$ cat config.mk
export PLATFORM = sky130hd
export DESIGN_NAME = rgb_pwm_driver
export DESIGN_NICKNAME = d
export VERILOG_FILES = /design/src/rtl/led_pkg.sv /design/src/rtl/pwm_channel.sv /design/src/rtl/rgb_pwm_driver.sv
export SDC_FILE = /design/constraint.sdc
export NUM_CORES = 1
export LEC_CHECK = 0
export ABC_AREA = 1
export BUFFER_PORTS_ARGS = -buffer_cell sky130_fd_sc_hd__buf_2
export CORE_MARGIN = 2
export CORE_UTILIZATION = 40
export CTS_CLUSTER_SIZE = 25
export DETAILED_ROUTE_END_ITERATION = 16
export HOLD_SLACK_MARGIN = 0.1
export PLACE_DENSITY = 0.65
export SLEW_MARGIN = 20
export SYNTH_ARGS = -nofsm -noshare
export SYNTH_HDL_FRONTEND = slang
export SYNTH_SLANG_ARGS = --single-unit
$ cat constraint.sdc
create_clock -name clk -period 3 [get_ports clk]
set_input_delay 0.3 -clock clk [delete_from_list [all_inputs] [get_ports clk]]
set_output_delay 0.3 -clock clk [all_outputs]
set_load 0.01 [all_outputs]
$ cat src/rtl/led_pkg.sv
// rtl/led_pkg.sv - shared FSM state and LED polarity definitions for the RGB PWM driver
package led_pkg;

    typedef enum logic [1:0] {
        IDLE  = 2'd0,
        APPLY = 2'd1,
        FADE  = 2'd2
    } state_t;

    localparam logic LED_ON  = 1'b0;
    localparam logic LED_OFF = 1'b1;

endpackage

$ cat src/rtl/pwm_channel.sv
// rtl/pwm_channel.sv - one colour channel: target/duty registers, fade step and PWM comparator
module pwm_channel
    import led_pkg::*;
#(
    parameter int PWM_BITS = 8
) (
    input  logic                clk,
    input  logic                reset,
    input  logic                load,
    input  logic [PWM_BITS-1:0] target_in,
    input  logic [PWM_BITS-1:0] pwm_cnt,
    input  logic                apply,
    input  logic                step,
    output logic                step_done,
    output logic                led
);

    localparam logic [PWM_BITS-1:0] ONE = PWM_BITS'(1);

    logic [PWM_BITS-1:0] target_q, target_d;
    logic [PWM_BITS-1:0] duty_q, duty_d;
    logic [PWM_BITS-1:0] step_val;
    logic                led_q, led_d;

    // Next duty: a jump copies the target, a fade step moves one LSB toward it and never past it
    always_comb begin
        target_d = load ? target_in : target_q;
        if (duty_q < target_q) begin
            step_val = duty_q + ONE;
        end else if (duty_q > target_q) begin
            step_val = duty_q - ONE;
        end else begin
            step_val = duty_q;
        end
        duty_d = duty_q;
        if (apply) begin
            duty_d = target_q;
        end else if (step) begin
            duty_d = step_val;
        end
        step_done = (step_val == target_q);
        led_d     = (pwm_cnt < duty_q) ? LED_ON : LED_OFF;
    end

    // Channel state; duty only moves when the top qualifies apply/step with a frame boundary
    always_ff @(posedge clk or posedge reset) begin
        if (reset) begin
            target_q <= '0;
            duty_q   <= '0;
            led_q    <= LED_OFF;
        end else begin
            target_q <= target_d;
            duty_q   <= duty_d;
            led_q    <= led_d;
        end
    end

    assign led = led_q;

endmodule

$ cat src/rtl/rgb_pwm_driver.sv
// rtl/rgb_pwm_driver.sv - RGB PWM LED driver with jump/fade colour requests over valid/ready
module rgb_pwm_driver
    import led_pkg::*;
#(
    parameter int PWM_BITS    = 8,
    parameter int PRESCALE    = 4,
    parameter int FADE_FRAMES = 2
) (
    input  logic                clk,
    input  logic                reset,
    input  logic                col_valid,
    output logic                col_ready,
    input  logic [PWM_BITS-1:0] col_r,
    input  logic [PWM_BITS-1:0] col_g,
    input  logic [PWM_BITS-1:0] col_b,
    input  logic                col_fade,
    output logic                led_r,
    output logic                led_g,
    output logic                led_b,
    output logic                busy,
    output logic                frame_start
);

    localparam int PW = (PRESCALE > 1) ? $clog2(PRESCALE) : 1;
    localparam int FW = (FADE_FRAMES > 1) ? $clog2(FADE_FRAMES) : 1;
    localparam logic [PW-1:0] PRESC_MAX = PW'(PRESCALE - 1);
    localparam logic [FW-1:0] FADE_MAX  = FW'(FADE_FRAMES - 1);

    state_t              state_q, state_d;
    logic [PW-1:0]       presc_q, presc_d;
    logic [PWM_BITS-1:0] pwm_cnt_q, pwm_cnt_d;
    logic [FW-1:0]       fade_cnt_q, fade_cnt_d;
    logic                frame_start_q, frame_start_d;
    logic                tick, fb, accept, fade_step, apply, step, all_done;
    logic                done_r, done_g, done_b;

    // Timebase: prescaler tick, PWM counter and the frame-boundary strobe
    always_comb begin
        tick          = (presc_q == PRESC_MAX);
        presc_d       = tick ? '0 : presc_q + PW'(1);
        pwm_cnt_d     = tick ? pwm_cnt_q + PWM_BITS'(1) : pwm_cnt_q;
        fb            = tick && (pwm_cnt_q == '1);
        frame_start_d = fb;
        accept        = col_valid && (state_q == IDLE);
        fade_step     = (state_q == FADE) && fb && (fade_cnt_q == FADE_MAX);
        all_done      = done_r && done_g && done_b;
        // Cleared on accept so every fade starts counting frames from zero
        fade_cnt_d    = fade_cnt_q;
        if (accept) begin
            fade_cnt_d = '0;
        end else if ((state_q == FADE) && fb) begin
            fade_cnt_d = fade_step ? '0 : fade_cnt_q + FW'(1);
        end
    end

    // Timebase and fade frame counter registers
    always_ff @(posedge clk or posedge reset) begin
        if (reset) begin
            presc_q       <= '0;
            pwm_cnt_q     <= '0;
            fade_cnt_q    <= '0;
            frame_start_q <= 1'b0;
        end else begin
            presc_q       <= presc_d;
            pwm_cnt_q     <= pwm_cnt_d;
            fade_cnt_q    <= fade_cnt_d;
            frame_start_q <= frame_start_d;
        end
    end

    // FSM state register
    always_ff @(posedge clk or posedge reset) begin
        if (reset) begin
            state_q <= IDLE;
        end else begin
            state_q <= state_d;
        end
    end

    // FSM next state; a boundary in the accept cycle is seen while still IDLE and so is skipped
    always_comb begin
        state_d = state_q;
        case (state_q)
            IDLE:    if (accept) state_d = col_fade ? FADE : APPLY;
            APPLY:   if (fb) state_d = IDLE;
            FADE:    if (fade_step && all_done) state_d = IDLE;
            default: state_d = IDLE;
        endcase
    end

    // FSM outputs: handshake, busy and per-boundary duty update strobes
    always_comb begin
        col_ready = (state_q == IDLE);
        busy      = (state_q != IDLE);
        apply     = (state_q == APPLY) && fb;
        step      = fade_step;
    end

    pwm_channel #(.PWM_BITS(PWM_BITS)) u_ch_r (
        .clk(clk), .reset(reset), .load(accept), .target_in(col_r), .pwm_cnt(pwm_cnt_q),
        .apply(apply), .step(step), .step_done(done_r), .led(led_r)
    );

    pwm_channel #(.PWM_BITS(PWM_BITS)) u_ch_g (
        .clk(clk), .reset(reset), .load(accept), .target_in(col_g), .pwm_cnt(pwm_cnt_q),
        .apply(apply), .step(step), .step_done(done_g), .led(led_g)
    );

    pwm_channel #(.PWM_BITS(PWM_BITS)) u_ch_b (
        .clk(clk), .reset(reset), .load(accept), .target_in(col_b), .pwm_cnt(pwm_cnt_q),
        .apply(apply), .step(step), .step_done(done_b), .led(led_b)
    );

    assign frame_start = frame_start_q;

endmodule

Yosys cells after proc, flatten, opt, wreduce, memory -nomap -nowiden
Index checks and enable logic that the tools add are counted.

word-level totals
  register bits after elaboration = 65
  input bits = 28
  output and inout port bits = 6
  word-level logic and storage cells = 79

operators by class
  $add $sub $neg = 9
  magnitude comparators = 9
  equality and inequality tests = 10
  multiplexer cells = 24
  reductions and logical operators = 13

operators by type and width
  cell                                                   number
  two-way mux 8 bit                                      12
  less-than comparator 8 bit                             6
  adder 8 x 1 -> 8 bit, second input constant            4
  equality test 8 bit                                    3
  > comparator 8 bit                                     3
  subtractor 8 x 1 -> 8 bit, second input constant       3
  two-way mux 2 bit                                      5
  equality test 8 bit, second input constant             1
  logical AND 1 bit                                      8
  two-way mux 1 bit                                      6
  case mux 2 bit (3 select lines)                        1
  nonzero test 2 bit                                     3
  equality test 2 bit, second input constant             2
  inequality test 2 x 1 -> 1 bit, second input constant  2
  AND reduction 3 bit                                    1
  adder 2 x 1 -> 2 bit, second input constant            1
  equality test 2 x 1 -> 1 bit, second input constant    1
  zero test 2 bit                                        1
  inequality test 2 bit, second input constant           1
  adder 1 bit, second input constant                     1

Depth between registers and ports, before layout
  word-level depth = 9
  depth in mapped cells = 23
  depth with buffers taken out = 22

Hierarchy
A second synthesis with hierarchy kept.

unflattened totals
  cell total of the unflattened synthesis = 740
  area total of the unflattened synthesis = 5242.5 um^2

by module, submodules not included
  module          instances  cells an instance  area an instance (um^2)  seq. area each (um^2)
  pwm_channel     3          222                1524.0                   426.7
  rgb_pwm_driver  1          74                 670.6                    350.3

Worst setup path before layout
No wires, ideal clock.

  path kind = reg-to-reg
  start = reg u_ch_r.duty_q[2]
  end = reg state_q[1]
  setup time = 117 ps
  arrival = 2053 ps
  data required time = 2883 ps
  slack = 830 ps
  cell stages (with the launch flop) = 21
  path buffers = 1
  period minus slack after synthesis = 2170 ps
  cell sequence = dfrtp_1 ha_1 nand2_1 inv_1 nand2_1 nand2_1 nand2_1 nand2_1 buf_2 o21ai_1 nand2_1 nand2_1 nand2_1 nand2_1 nand2_1 nor2_1 nand3_1 nor2_1 nand2_1 nand2_1 nand2_1

on the way
  word-level cells in the longest chain between the ends = 9
  elaborated cells on any way between the ends = 12
  classes of those cells = 2 x add/sub; 2 x order compare; 2 x eq/ne; 2 x mux; 4 x reduce/logical

RTL lines
  item                                                             RTL line                              source
  start: declaration                                               pwm_channel.sv:21                     logic [PWM_BITS-1:0] duty_q, duty_d;
  start signal: assignment                                         pwm_channel.sv:53                     duty_q <= duty_d;
  subtractor 8 x 1 -> 8 bit or > comparator 8 bit (tied branches)  pwm_channel.sv:31, pwm_channel.sv:30
  two-way mux 8 bit                                                pwm_channel.sv:30                     end else if (duty_q > target_q) begin
  two-way mux 8 bit *                                              pwm_channel.sv:28                     if (duty_q < target_q) begin
  equality test 8 bit *                                            pwm_channel.sv:41                     step_done = (step_val == target_q);
  logical AND 1 bit * (2 in a row)                                 rgb_pwm_driver.sv:46                  all_done = done_r && done_g && done_b;
  logical AND 1 bit *                                              rgb_pwm_driver.sv:86                  FADE: if (fade_step && all_done) state_d = IDLE;
  inequality test 2 x 1 -> 1 bit (no line) *                       n/a
  AND reduction 3 bit (no line) *                                  n/a
  end signal: assignment                                           rgb_pwm_driver.sv:76                  state_q <= state_d;
  end: declaration                                                 rgb_pwm_driver.sv:29                  state_t state_q, state_d;

Every way passes the cells marked *; elsewhere a longest branch is shown, timed or not.
A chain may end at the register's enable or synchronous reset.

Worst setup path after layout
  start = reg u_ch_b.duty_q[2]
  end = reg state_q[1]

on the way
  word-level cells in the longest chain between the ends = 8
  elaborated cells on any way between the ends = 11
  classes of those cells = 2 x add/sub; 2 x order compare; 2 x eq/ne; 2 x mux; 3 x reduce/logical

RTL lines
  item                                                             RTL line
  start: declaration                                               pwm_channel.sv:21
  start signal: assignment                                         pwm_channel.sv:53
  subtractor 8 x 1 -> 8 bit or > comparator 8 bit (tied branches)  pwm_channel.sv:31, pwm_channel.sv:30
  two-way mux 8 bit                                                pwm_channel.sv:30
  two-way mux 8 bit *                                              pwm_channel.sv:28
  equality test 8 bit *                                            pwm_channel.sv:41
  logical AND 1 bit *                                              rgb_pwm_driver.sv:46
  logical AND 1 bit *                                              rgb_pwm_driver.sv:86
  inequality test 2 x 1 -> 1 bit (no line) *                       n/a
  AND reduction 3 bit (no line) *                                  n/a

Marked as above.

==> impl.org <==
** GRT
- Pin count of the biggest net entering global routing :: 30
- First-pass GRT wire length :: 23.3 mm
- Summed over all layers, the global routing overflow is 0.
- Initial antenna violation count :: 0
- The number of global-route vias before repair came to a little under 5,000.
- Global routing used 22.5% of the available tracks across all layers.

** Timing
- Time the final worst path needs with I/O delays and setup :: 2620 ps
- Setup violations remaining at the end of the flow were counted as 0.
- Final hold analysis gives a worst-case slack of 159 ps.
- Final count of hold timing violations :: 0
- Worst max-slew margin expressed relative to the limit :: 56.5%
- Max-slew violation total from the final report :: 0
- Setup repair after global routing missed its margin :: false
- Transition at the pin with the smallest max-transition slack :: 651 ps
- Setup clock skew after layout :: 8.52 ps
- The final critical path takes up between 80 and 90% of the cycle.
- Derived from the worst setup path, the maximum achievable clock frequency is approximately 380 MHz.
- TNS Setup :: 0 ps

** Yosys
- Number of library cell types mapped by synthesis :: 32
- Counting every net in the synthesized netlist gives ~800.
- Sequential-to-total area share from yosys stat :: 32.3%
- Post-synthesis average cell area :: 7.07 um2
- Share of flip-flops with an asynchronous set or reset after synthesis :: 100%
- Post-synth EDFFs :: 0
- Synth Warn # :: 0
- After synthesis the cells add up to around 0.0051 mm2.
- Post-synthesis cell count :: 714
- The most used flip-flop cell after synthesis is sky130_fd_sc_hd__dfrtp_1.
- Number of synthesized register bits :: 65

** Placement
- At the end of routability-driven placement, the weighted congestion stood at 1.03.
- DP HPWL :: roughly 11 mm
- Port buffer count :: 33
- Placement Cell Area :: 0.00548 mm2

** Worst setup path
- Worst-path cell with the longest stage delay :: sky130_fd_sc_hd__dfrtp_1
- STA puts the critical path data arrival time at 2860 ps.
- CP cell instances :: ha_1 -> nand2_1 -> inv_1 -> nand2_1 -> nand2_1 -> nand2_1 -> nand2_2 -> nand2_1 -> nand2_1 -> nand2_1 -> nand2_1 -> nand2_1 -> nand2_1 -> nor2_1 -> nand3_1 -> nor2_1 -> nand2_1 -> nand2_1 -> nand2_1
- Counting cells, the worst reg-to-reg path comes to 19.
- Setup slack on the worst reg-to-reg path comes out at 380 ps.
- WS Path Type :: flop to flop
- CP max stage delay :: 470 ps
- Grouping stages by cell kind, the critical path spends the most delay in simple AND/OR/NAND/NOR gates.
- Most frequent cell on the critical path :: sky130_fd_sc_hd__nand2_1
- Worst Path Buf+Inv :: 1
- STA puts the critical path data required time at 3240 ps.
- STA classifies the critical path endpoint as a flop.
- Critical path launch point type :: flop
- Endpoint of the lowest-slack register-to-register path :: state_q[1]
- Reg2reg start :: u_ch_b.duty_q[2]
- Of all nets on the critical path, the largest fanout is 10.

** Power
- In this run the power density over the cells is 592 mW/mm2.
- Across the VDD grid, the largest voltage drop is 0.463 mV.
- Static leakage :: 0.00307 uW

** Final layout
- Layout Area Growth over Synthesis :: 14.3%
- After routing the design area is between 0.005 and 0.006 mm2.
- 0 antenna diodes ended up in the layout.
- Post-layout nets :: 840
- Post-route core utilization :: 46.3%
- Of the cells placed in the final design, the portion with a size suffix greater than 1 is a little over a tenth.

** Worst hold path
- Hold Path Sink :: u_ch_r.target_q[6]
- In this run the worst hold path is classified as input pin to flop.
- Hold_sp :: col_r[6]
- The worst hold path passes through 3 cells.

** Detailed routing
- DR pass1 iterations :: 5
- Total Wirelength :: 14.0 mm
- Post-detailed-route via-to-cell ratio :: 5.37
- For this block, the via count after detailed routing is a little over 5,000.
- Detailed-route DRC error count :: 0
- Once detail routing completed, the nets flagged for antenna violations numbered 0.
- In the final routed layout, each cell accounts on average for 15.0 um.
- The first routing iteration left approximately 320 violations.

** Floorplanning
- The die is ~120 um tall.
- Number of primary I/O pins :: 34
- Overall die width :: about 120 um
- The floorplan has 41 rows.
- Total Die Area :: ~0.014 mm2
- After floorplanning, the core was sized to cover around 0.012 mm2.
- Starting utilization of the core area :: 40.5%

** Clock network
- Clock tree root buffer cell :: sky130_fd_sc_hd__clkbuf_16
- TritonCTS built the clock tree.
- The later pin in the worst-skew pair is clocked with a latency of 350 ps.
- Clock-pin slew was measured on the worst setup and hold paths at 60 ps.
- Number of buffers on the longest clock path :: 2
- Clock tree synthesis inserted a total of 9 buffers.
- The H-tree was split into 3 levels.
- The clock drives 65 sinks.
- Post-CTS timing repair inserted 0 buffers for setup.

** Run
- Max-cap violation count :: 0

** Outcome
- Outcome :: complete, no violations
report_power, final:
| group | switching [uW] | internal [uW] |
|---|---|---|
| Sequential | 123 | 1050 |
| Combinational | 852 | 395 |
| Clock | 397 | 602 |
cell usage in the layout, fill, tap and decap left out, types with 3 or more instances in the layout:
master / n
sky130_fd_sc_hd__ha_1: 53
sky130_fd_sc_hd__inv_2: 3
sky130_fd_sc_hd__nand3b_1: 6
sky130_fd_sc_hd__nand2_2: 5
sky130_fd_sc_hd__a21oi_1: 17
sky130_fd_sc_hd__dfstp_2: 3
sky130_fd_sc_hd__nand4_1: 12
sky130_fd_sc_hd__o221ai_1: 23
sky130_fd_sc_hd__nor3_1: 6
sky130_fd_sc_hd__xor2_1: 5
sky130_fd_sc_hd__nand3_1: 100
sky130_fd_sc_hd__inv_1: 80
sky130_fd_sc_hd__nand2_1: 233
sky130_fd_sc_hd__o211ai_1: 7
sky130_fd_sc_hd__nor2_4: 3
sky130_fd_sc_hd__o21ai_0: 24
sky130_fd_sc_hd__buf_2: 33
sky130_fd_sc_hd__o21a_1: 3
sky130_fd_sc_hd__clkbuf_16: 9
sky130_fd_sc_hd__dfrtp_1: 62
sky130_fd_sc_hd__buf_4: 12
sky130_fd_sc_hd__a21o_1: 3
sky130_fd_sc_hd__nor2_1: 41
worst reg2reg max path: cells and delay by family, from the launching register on:
family | cells | cell delay [ps]
buffers and inverters | 1 | 40
AND/OR/NAND/NOR | 17 | 1690
flip-flops | 1 | 470
adder cells (fa/ha/maj) | 1 | 330
kinds of logic after synthesis:
logic type,after synthesis,synth area share [%]
and+or+nand+nor,414,35.8
buffers and inverters,96,7.23
AOI/OAI and AO/OA,78,10.1
DFF,65,32.3
adders and majority gates,53,13.1
xor gates and xnor gates,7,1.21
muxes,1,0.223
cell type report:
cell class	instances	area, um2
Tap cell	172	215
Multi-Input combinational cell	553	3070
Fill cell	1247	6690
Timing Repair Buffer	46	265
Sequential cell	65	1630
Inverter	84	315
Clock inverter	3	17.5
Clock buffer	13	260
cells in the mapped netlist, types with 3 or more instances:
| cell type | n | share of area (%) |
|---|---|---|
| sky130_fd_sc_hd__o211ai_1 | 7 | 1.0 |
| sky130_fd_sc_hd__nand2_2 | 3 | 0.37 |
| sky130_fd_sc_hd__nand3_1 | 100 | 9.9 |
| sky130_fd_sc_hd__o21ai_0 | 24 | 2.4 |
| sky130_fd_sc_hd__a21oi_1 | 17 | 1.7 |
| sky130_fd_sc_hd__ha_1 | 53 | 13 |
| sky130_fd_sc_hd__nor2_1 | 42 | 3.1 |
| sky130_fd_sc_hd__o21a_1 | 3 | 0.45 |
| sky130_fd_sc_hd__nand4_1 | 12 | 1.5 |
| sky130_fd_sc_hd__a21o_1 | 3 | 0.45 |
| sky130_fd_sc_hd__inv_1 | 81 | 6.0 |
| sky130_fd_sc_hd__xor2_1 | 5 | 0.87 |
| sky130_fd_sc_hd__dfrtp_1 | 62 | 31 |
| sky130_fd_sc_hd__nand3b_1 | 6 | 0.89 |
| sky130_fd_sc_hd__buf_2 | 4 | 0.40 |
| sky130_fd_sc_hd__dfstp_2 | 3 | 1.6 |
| sky130_fd_sc_hd__clkbuf_1 | 8 | 0.59 |
| sky130_fd_sc_hd__o221ai_1 | 23 | 4.0 |
| sky130_fd_sc_hd__nand2_1 | 235 | 17 |
| sky130_fd_sc_hd__nor3_1 | 6 | 0.59 |
through the flow:
| step | std cells | total power [uW] | setup WS [ps] |
|---|---|---|---|
| 2_1_floorplan | 714 | 2040 | 830 |
| 3_3_place_gp | 919 | 2390 | 333 |
| 3_5_place_dp | 919 | 2420 | 274 |
| 4_1_cts | 936 | 3440 | 274 |
| 5_1_grt | 936 | 3710 | 11.2 |
| 6_report | 936 | 3420 | 383 |
layer usage:
| metal | global-route usage [%] | part of all wire, % |
|---|---|---|
| met1 | 29.1 | 46 |
| met2 | 36.1 | 46 |
| met3 | 4.10 | 5.4 |
| met4 | 11.3 | 3.1 |
| met5 | 0 | 0 |
worst max path at each step:
stage,slack (ps),cells past startpoint,from,endpoint
finish,380,19,u_ch_b.duty_q[2],state_q[1]
global route,10,19,u_ch_b.duty_q[2],state_q[1]
CTS,270,21,u_ch_r.duty_q[0],state_q[1]
detailed placement,270,21,u_ch_r.duty_q[0],state_q[1]
global placement,330,21,u_ch_r.duty_q[0],state_q[1]
floorplan,830,20,u_ch_r.duty_q[2],state_q[1]
flip-flops by register name, summed over array words and instances (netlist names), 2 cells and up:
register         flops
presc_q              2
pwm_cnt_q            8
state_q              2
u_ch_b.duty_q        8
u_ch_b.target_q      8
u_ch_g.duty_q        8
u_ch_g.target_q      8
u_ch_r.duty_q        8
u_ch_r.target_q      8
what timing repair did:
action | CTS | global route
hold endpoints to repair | 13 | 0
resized for setup | 0 | 2
hold buffers | 1 | 0
endpoints found under the setup margin | 0 | 1
No activity file was read; power rests on OpenSTA's default activity.
